`src/rtl/program_loader.sv`:
```
// Byte-stream program loader: packs big-endian words into instruction memory and holds the CPU until done.
// Optional trailing XOR checksum byte is enabled with LOADER_CKSUM_EN.
//
// state  | meaning
// IDLE   | waiting for start, CPU held
// LEN_HI | accepting high byte of the word count
// LEN_LO | accepting low byte of the word count, range check
// DATA   | accepting payload bytes of the current word
// WRITE  | one-cycle memory write of the assembled word
// CKSUM  | accepting checksum byte (LOADER_CKSUM_EN only)
// DONE   | program loaded, CPU released
// ERROR  | load aborted, CPU held
module program_loader #(
    parameter int ADDR_W = 8
) (
    input  logic              clk_i,
    input  logic              reset_i,
    input  logic              start_i,
    input  logic              in_valid_i,
    input  logic [7:0]        in_data_i,
    output logic              in_ready_o,
    output logic              mem_we_o,
    output logic [ADDR_W-1:0] mem_addr_o,
    output logic [31:0]       mem_wdata_o,
    output logic              cpu_hold_o,
    output logic              done_o,
    output logic              error_o,
    output logic [ADDR_W:0]   word_count_o
);

`ifdef LOADER_CKSUM_EN
    typedef enum logic [2:0] {
        S_IDLE, S_LEN_HI, S_LEN_LO, S_DATA, S_WRITE, S_DONE, S_ERROR, S_CKSUM
    } state_e;
`else
    typedef enum logic [2:0] {
        S_IDLE, S_LEN_HI, S_LEN_LO, S_DATA, S_WRITE, S_DONE, S_ERROR
    } state_e;
`endif

    localparam logic [16:0] MAX_WORDS = 17'd1 << ADDR_W;

    state_e              state_q, state_d;
    logic [7:0]          len_hi_q, len_hi_d;
    logic [15:0]         len_q, len_d;
    logic [23:0]         shift_q, shift_d;
    logic [1:0]          byte_idx_q, byte_idx_d;
    logic [31:0]         wdata_q, wdata_d;
    logic [ADDR_W-1:0]   addr_q, addr_d;
    logic [ADDR_W:0]     count_q, count_d;
`ifdef LOADER_CKSUM_EN
    logic [7:0]          cks_q, cks_d;
`endif

    logic                accept;
    logic [15:0]         len_in;
    logic                last_word;
    state_e              payload_end;

    assign accept    = in_valid_i && in_ready_o;
    assign len_in    = {len_hi_q, in_data_i};
    assign last_word = (17'(count_q) + 17'd1) == {1'b0, len_q};
`ifdef LOADER_CKSUM_EN
    assign payload_end = S_CKSUM;
`else
    assign payload_end = S_DONE;
`endif

    always_comb begin
        state_d    = state_q;
        len_hi_d   = len_hi_q;
        len_d      = len_q;
        shift_d    = shift_q;
        byte_idx_d = byte_idx_q;
        wdata_d    = wdata_q;
        addr_d     = addr_q;
        count_d    = count_q;
`ifdef LOADER_CKSUM_EN
        cks_d      = cks_q;
`endif
        in_ready_o = 1'b0;
        mem_we_o   = 1'b0;
        cpu_hold_o = 1'b1;
        done_o     = 1'b0;
        error_o    = 1'b0;

        case (state_q)
            S_IDLE, S_DONE, S_ERROR: begin
                done_o     = (state_q == S_DONE);
                cpu_hold_o = (state_q != S_DONE);
                error_o    = (state_q == S_ERROR);
                if (start_i) begin
                    state_d = S_LEN_HI;
                    count_d = '0;
                    addr_d  = '0;
`ifdef LOADER_CKSUM_EN
                    cks_d   = '0;
`endif
                end
            end
            S_LEN_HI: begin
                in_ready_o = 1'b1;
                if (accept) begin
                    len_hi_d = in_data_i;
`ifdef LOADER_CKSUM_EN
                    cks_d    = cks_q ^ in_data_i;
`endif
                    state_d  = S_LEN_LO;
                end
            end
            S_LEN_LO: begin
                in_ready_o = 1'b1;
                if (accept) begin
                    len_d      = len_in;
                    byte_idx_d = '0;
`ifdef LOADER_CKSUM_EN
                    cks_d      = cks_q ^ in_data_i;
`endif
                    if ({1'b0, len_in} > MAX_WORDS)
                        state_d = S_ERROR;
                    else if (len_in == 16'd0)
                        state_d = payload_end;
                    else
                        state_d = S_DATA;
                end
            end
            S_DATA: begin
                in_ready_o = 1'b1;
                if (accept) begin
`ifdef LOADER_CKSUM_EN
                    cks_d = cks_q ^ in_data_i;
`endif
                    if (byte_idx_q == 2'd3) begin
                        wdata_d    = {shift_q, in_data_i};
                        byte_idx_d = '0;
                        state_d    = S_WRITE;
                    end else begin
                        shift_d    = {shift_q[15:0], in_data_i};
                        byte_idx_d = byte_idx_q + 2'd1;
                    end
                end
            end
            S_WRITE: begin
                mem_we_o = 1'b1;
                count_d  = count_q + (ADDR_W+1)'(1);
                // address stays on the final word so a full-size program never wraps to 0
                if (last_word) begin
                    state_d = payload_end;
                end else begin
                    addr_d  = addr_q + ADDR_W'(1);
                    state_d = S_DATA;
                end
            end
`ifdef LOADER_CKSUM_EN
            S_CKSUM: begin
                in_ready_o = 1'b1;
                if (accept)
                    state_d = (cks_q == in_data_i) ? S_DONE : S_ERROR;
            end
`endif
            default: state_d = S_IDLE;
        endcase
    end

    always_ff @(posedge clk_i or posedge reset_i) begin
        if (reset_i) begin
            state_q    <= S_IDLE;
            len_hi_q   <= '0;
            len_q      <= '0;
            shift_q    <= '0;
            byte_idx_q <= '0;
            wdata_q    <= '0;
            addr_q     <= '0;
            count_q    <= '0;
`ifdef LOADER_CKSUM_EN
            cks_q      <= '0;
`endif
        end else begin
            state_q    <= state_d;
            len_hi_q   <= len_hi_d;
            len_q      <= len_d;
            shift_q    <= shift_d;
            byte_idx_q <= byte_idx_d;
            wdata_q    <= wdata_d;
            addr_q     <= addr_d;
            count_q    <= count_d;
`ifdef LOADER_CKSUM_EN
            cks_q      <= cks_d;
`endif
        end
    end

    assign mem_addr_o   = addr_q;
    assign mem_wdata_o  = wdata_q;
    assign word_count_o = count_q;

endmodule

```
`config.mk`:
```
export PLATFORM = sky130hd
export DESIGN_NAME = program_loader
export DESIGN_NICKNAME = d
export VERILOG_FILES = /design/src/rtl/program_loader.sv
export SDC_FILE = /design/constraint.sdc
export NUM_CORES = 1
export LEC_CHECK = 0
export CORE_MARGIN = 8
export CORE_UTILIZATION = 50
export DETAILED_ROUTE_END_ITERATION = 12
export DONT_BUFFER_PORTS = 1
export GPL_TIMING_DRIVEN = 1
export HOLD_SLACK_MARGIN = 0.08
export PLACE_DENSITY = 0.66
export SLEW_MARGIN = 20
export SYNTH_ARGS = -nofsm -noshare
export SYNTH_HDL_FRONTEND = slang
export SYNTH_SLANG_ARGS = --single-unit
```
`constraint.sdc`:
```
create_clock -name clk_i -period 3.6 [get_ports clk_i]
set_input_delay 0.72 -clock clk_i [delete_from_list [all_inputs] [get_ports clk_i]]
set_output_delay 0.72 -clock clk_i [all_outputs]
set_load 0.02 [all_outputs]
```
==> qor.csv, run 1 <==
metric,value,unit
global routing met2 resource utilization,24.0,%
# fillers,786,
"Primary FF master, synth",dfrtp_1,
CTS root buf,clkbuf_8,
CP Buf/Inv Count,0,
DP HPWL,6960,um
core footprint,9240,um^2
Tot GR Track Use,15.8,%
die area,12900,um^2
Min-Delay Path Class,in2async,
Worst VDD drop,0.411,mV
worst-case clock buffer depth,2,
area of the multi-input gates,2050,um^2
Post CTS Setup Buffer Count,0,
CP endpoint kind,register,
crit path max fanout,11,
most used routing layer,met2,
Remaining DRCs,0,
area taken by flip-flops and latches,2550,um^2
Synth async-reset ratio,100,%
DP Cell Count,499,
Non-Filler Instances,515,
initial antenna violation count,0,
status,"complete, no violations",
vias per cell,5.89,
port bufs,0,
first-pass GRT wire length,16300,um
Cell variety after synth,64,
"CP delay by family, top",compound AO/OA/AOI/OAI gates,
Pwr Density,779,nW/um^2
Seq cells post-synth,102,
hold slack,0.339,ns
skew final,0.0147,ns
Via Count,3031,
unrepaired setup endpoints after global routing,no,
H-tree Lvls,3,
Mean Syn Cell Area,12.4,um^2
Worst path max stage delay,0.65,ns
Post-DP Area,4830,um^2
Layout Area Growth over Synthesis,6.13,%
Critical Path AT,3.16,ns
count of final hold-check violations,0,
Ports,66,
n_diodes,0,
die outline width,114,um
R2R setup slack,0.69,ns
critical path's slowest cell,dfrtp_1,
Post-DRT Antenna Nets,0,
Post-Syn Nets,400,
Detailed Route Iter0 Violations,129,
RR Startpoint,word_count_o[0]$_DFFE_PP0P_,
met1 usage in global routing,19.9,%
Layout Utilization,54.7,%
layout cells sized above 1,30.1,%
RePlAce Congestion,0.810,
RR Endpoint,state_q[1]$_DFFE_PP0P_,
"Power, Total",3.94,mW
hold buffer count at CTS,0,
R2R cell count,7,
largest net degree at the start of global routing,88,
Placement Setup Slack,0.699,ns
CTS buffer count,9,
fin crit share,80.8,%
Max Fclk,0.344,GHz
Max Cap Violations,0,
Final Cell Area,5050,um^2
headroom to the max-slew limit,45.2,%
Syn Inst Count,385,
CTS Sinks,102,
GR Util met3,6.18,%
CP Launch Type,register,
Post-Route WL,9900,um
vias in the first global route,3050,
max-slew violations,0,
Leak Pwr,2.26,nW
final worst slack,0.693,ns
"Cell Chain, Critical Path",ha_1 > nand3_2 > or3_1 > a211oi_2 > o221a_1 > a21oi_2 > a211o_1,
Worst-Skew Late Latency,0.37,ns
post-synthesis sequential area ratio,53.6,%
Routed WL per cell,19.2,um
DRT Pass-1 Iters,4,
Setup CP Type,reg2reg,
Final setup viols,0,
Rows,35,
Ys Warns,0,
CTS resizes,0,
"EDFF count, synth",0,
TNS Setup,0,ns
post-layout min period,2.91,ns
nets,396,
WP depth,7,
gr ovfl total,0,
Worst-path clk slew,0.11,ns
Worst Path Required,3.86,ns
Initial Utilization,51.5,%
Die H,114,um
CTS tree,yes,
worst slew pin tran,0.823,ns
Post-Syn Area,4760,um^2
## cell usage in the layout (no fill, tap or decap), types with 8 or more instances in the layout
| master | n |
|---|---|
| dfrtp_1 | 102 |
| nand4_1 | 12 |
| nand3_1 | 13 |
| nor3_1 | 10 |
| mux2_2 | 80 |
| nor2_1 | 15 |
| clkbuf_8 | 9 |
| o21ai_0 | 18 |
| nand2_1 | 24 |
| inv_1 | 8 |
## metal layers
| metal | vias to the layer above | wire (um) | part of all wire [%] |
|---|---|---|---|
| li1 | 1403 | - | - |
| met1 | 1545 | 4240 | 43 |
| met2 | 77 | 4670 | 47 |
| met3 | 6 | 913 | 9.2 |
| met4 | 0 | 79 | 0.80 |
| met5 | - | 0 | 0 |
## area by class of cell
type,count,area share (%)
clock inverters,7,1.81
repair buffers,4,0.595
multi-input cells,255,40.6
well taps,129,3.20
flip-flops and latches,102,50.5
inverters,9,0.768
clock buffers,9,2.45
## cell usage after synthesis, types with 2 or more instances
| master | count | area, um^2 |
|---|---|---|
| and4_1 | 2 | 17.5 |
| nand2_1 | 24 | 90.1 |
| mux2_2 | 80 | 901 |
| o211a_1 | 2 | 20.0 |
| nor3_1 | 10 | 50.1 |
| and2b_1 | 2 | 15.0 |
| nand3_1 | 13 | 65.1 |
| o21ai_0 | 18 | 90.1 |
| nor4_1 | 4 | 25.0 |
| inv_1 | 9 | 33.8 |
| nor2b_1 | 2 | 12.5 |
| and3_1 | 4 | 25.0 |
| and2_1 | 3 | 18.8 |
| buf_2 | 5 | 25.0 |
| a31oi_1 | 3 | 18.8 |
| dfrtp_1 | 102 | 2550 |
| buf_6 | 6 | 67.6 |
| a21oi_1 | 4 | 20.0 |
| nor2_1 | 15 | 56.3 |
| buf_1 | 3 | 11.3 |
| nand4_1 | 12 | 75.1 |
| or2_2 | 3 | 18.8 |
| clkbuf_1 | 4 | 15.0 |
| ha_1 | 3 | 37.5 |
| a22o_1 | 2 | 17.5 |
| xor2_1 | 3 | 26.3 |
| o211ai_1 | 4 | 30.0 |
| o31ai_1 | 3 | 22.5 |
| xnor2_1 | 4 | 35.0 |
| o41ai_1 | 2 | 17.5 |
## how the worst max path moves through the flow
stage                                endpoint  slack, ns                        start
detailed placement     state_q[1]$_DFFE_PP0P_       0.70  word_count_o[0]$_DFFE_PP0P_
CTS                    state_q[1]$_DFFE_PP0P_       0.67  word_count_o[0]$_DFFE_PP0P_
floorplan           byte_idx_q[0]$_DFFE_PP0P_       0.20                      reset_i
global route        mem_addr_o[0]$_DFFE_PP0P_       0.47  word_count_o[0]$_DFFE_PP0P_
global placement    mem_addr_o[0]$_DFFE_PP0P_       0.80  word_count_o[0]$_DFFE_PP0P_
finish                 state_q[1]$_DFFE_PP0P_       0.69  word_count_o[0]$_DFFE_PP0P_
## kinds of logic (layout without fill, tap and decap cells)
family	count (synthesis)	in the layout	synth area share, %
and+or+nand+nor	104	104	11.8
DFF	102	102	53.6
muxes	82	82	19.5
AOI/OAI and AO/OA	57	57	9.18
buffers and inverters	28	29	3.36
xor gates and xnor gates	8	8	1.63
adders and majority gates	4	4	0.999
## power by group
part | leakage (nW) | switching, mW | internal, mW | total (mW)
clock network | 0.105 | 0.455 | 0.281 | 0.736
registers | 1.32 | 0.541 | 1.56 | 2.10
logic | 0.828 | 0.526 | 0.571 | 1.10
## sequential cells by signal, summed over array words and instances, names as in the netlist
name and cells:
shift_q 24, mem_addr_o 8, byte_idx_q 2, len_q 16, mem_wdata_o 32, state_q 3, len_hi_q 8, word_count_o 9
(Power assumes the default switching activity.)
==> inputs of run 2 (changes only) <==
clock period = 2.86 ns   (was 3.6 ns; I/O delays follow)
==> run 2 against run 1 <==
Effect of this change:
- final area up 0.89%
- non-clock buffer count grew 6
- sequential share of layout area is 0.45 points lower
- global-route usage rose by 0.38 points
- largest cell class unchanged
- critical path type unchanged
- combinational power increased by 31%
- wire length is 0.80% lower
- die area unchanged
- via count decreased by 0.13%
- clock-buffer cell count did not move
- clock skew is 0.00055 ns lower
- setup slack got worse by 0.38 ns
- critical path depth stayed put
==> qor.csv, run 2 (synthesis results as in run 1) <==
metric,value,unit
Layout Utilization,55.2,%
vias in the first global route,3071,
skew final,0.0141,ns
die outline width,114,um
wire length on met2,4500,um
DRT Pass-1 Iters,4,
max-slew violations,0,
core footprint,9240,um^2
"Cell Chain, Critical Path",ha_1 > nand3_2 > or3_1 > a211oi_2 > o221a_1 > a21oi_2 > a211o_1,
Pwr Density,973,nW/um^2
Leak Pwr,2.28,nW
CTS resizes,0,
wire length on met3,835,um
vias per cell,5.81,
max reg flops,32,
unrepaired setup endpoints after global routing,no,
Min-Delay Path Class,in2async,
Final Cell Area,5100,um^2
DR top layer,met4,
n_diodes,0,
count of final hold-check violations,0,
Max Fclk,0.392,GHz
nets,402,
Layout Area Growth over Synthesis,7.07,%
RePlAce Congestion,0.866,
# fillers,800,
headroom to the max-slew limit,50.2,%
Ports,66,
first-pass GRT wire length,16500,um
post-layout min period,2.55,ns
layout cells sized above 1,31.1,%
CTS buffer count,9,
CTS root buf,clkbuf_8,
Final setup viols,0,
CP endpoint kind,register,
Placement Setup Slack,0.329,ns
worst-case clock buffer depth,2,
TNS Setup,0,ns
CP Launch Point,word_count_o[0]$_DFFE_PP0P_,
Initial Utilization,51.5,%
most frequent cells in the layout,"dfrtp_1 (102), mux2_2 (80), nand2_1 (24)",
Die H,114,um
Remaining DRCs,0,
Worst path max stage delay,0.44,ns
worst slew pin tran,0.741,ns
initial antenna violation count,0,
Setup CP Type,reg2reg,
DP HPWL,6870,um
Rows,35,
die area,12900,um^2
status,"complete, no violations",
Post-DRT Antenna Nets,0,
final worst slack,0.308,ns
largest net degree at the start of global routing,103,
Via Count,3027,
critical path's slowest cell,or3_1,
"Power, Total",4.96,mW
hold buffer count at CTS,0,
Detailed Route Iter0 Violations,154,
Post-Route WL,9820,um
Routed WL per cell,18.9,um
CP Launch Type,register,
RR Startpoint,word_count_o[0]$_DFFE_PP0P_,
Post-DP Area,4890,um^2
Tot GR Track Use,16.2,%
Critical Path AT,2.81,ns
Worst-Skew Late Latency,0.38,ns
Worst Path Required,3.12,ns
CTS Sinks,102,
CTS tree,yes,
Worst VDD drop,0.536,mV
"most common cell after layout, fill and taps aside",dfrtp_1,
crit path max fanout,9,
port bufs,0,
Worst-path clk slew,0.12,ns
Max Cap Violations,0,
WL met1,4310,um
H-tree Lvls,3,
gr ovfl total,0,
Post CTS Setup Buffer Count,0,
fin crit share,89.2,%
[run 2: cell count changes in the layout (fill, tap and decap cells not counted)]
cell / change
buf_12: +1
inv_8: +2
clkinv_8: -2
clkinvlp_4: +2
inv_6: -2
buf_4: +5
[run 2: worst max-delay path: cells and delay by family, from the launching register on]
family	cells	cell delay [ns]
flops	1	0.37
compound gates	4	1.08
simple gates	2	0.66
fa+ha+maj	1	0.33
[run 2: routing by layer]
metal  global-route usage [%]  up-vias
li1                         -     1421
met1                     20.5     1505
met2                     24.6       87
met3                     5.71       14
met4                     6.93        0
met5                        0        -
[run 2: cell type report]
type / count / area (um^2) / share of cell area, %
clock buffers: 9 / 124 / 2.43
clock inverters: 7 / 80.1 / 1.57
inverters: 9 / 37.5 / 0.737
multi-input cells: 255 / 2050 / 40.3
flip-flops and latches: 102 / 2550 / 50.1
well taps: 129 / 161 / 3.17
repair buffers: 10 / 87.6 / 1.72
[run 2: stage by stage]
stage / hold WS [ns] / cells
floorplan: 0.454 / 385
global placement: 0.469 / 505
detailed placement: 0.489 / 505
CTS: 0.221 / 521
global route: 0.251 / 521
finish: 0.213 / 521
[run 2: final timing paths]
path                                               endpoint  depth (start not counted)  slack, ns
worst max-delay path                 state_q[1]$_DFFE_PP0P_                          7       0.31
worst min-delay path             mem_wdata_o[1]$_DFFE_PP0P_                          2       0.21
worst max register to register       state_q[1]$_DFFE_PP0P_                          7       0.31
worst min register to register    byte_idx_q[1]$_DFFE_PP0P_                          2       0.51
max in group asynchronous       word_count_o[7]$_DFFE_PP0P_                          2       2.25
min in group clk_i                  len_hi_q[0]$_DFFE_PP0P_                          2       0.32
[run 2: power by group]
group | switching [mW] | total [mW] | internal [mW]
sequential | 0.637 | 2.60 | 1.97
combinational | 0.688 | 1.44 | 0.748
clock | 0.569 | 0.917 | 0.348
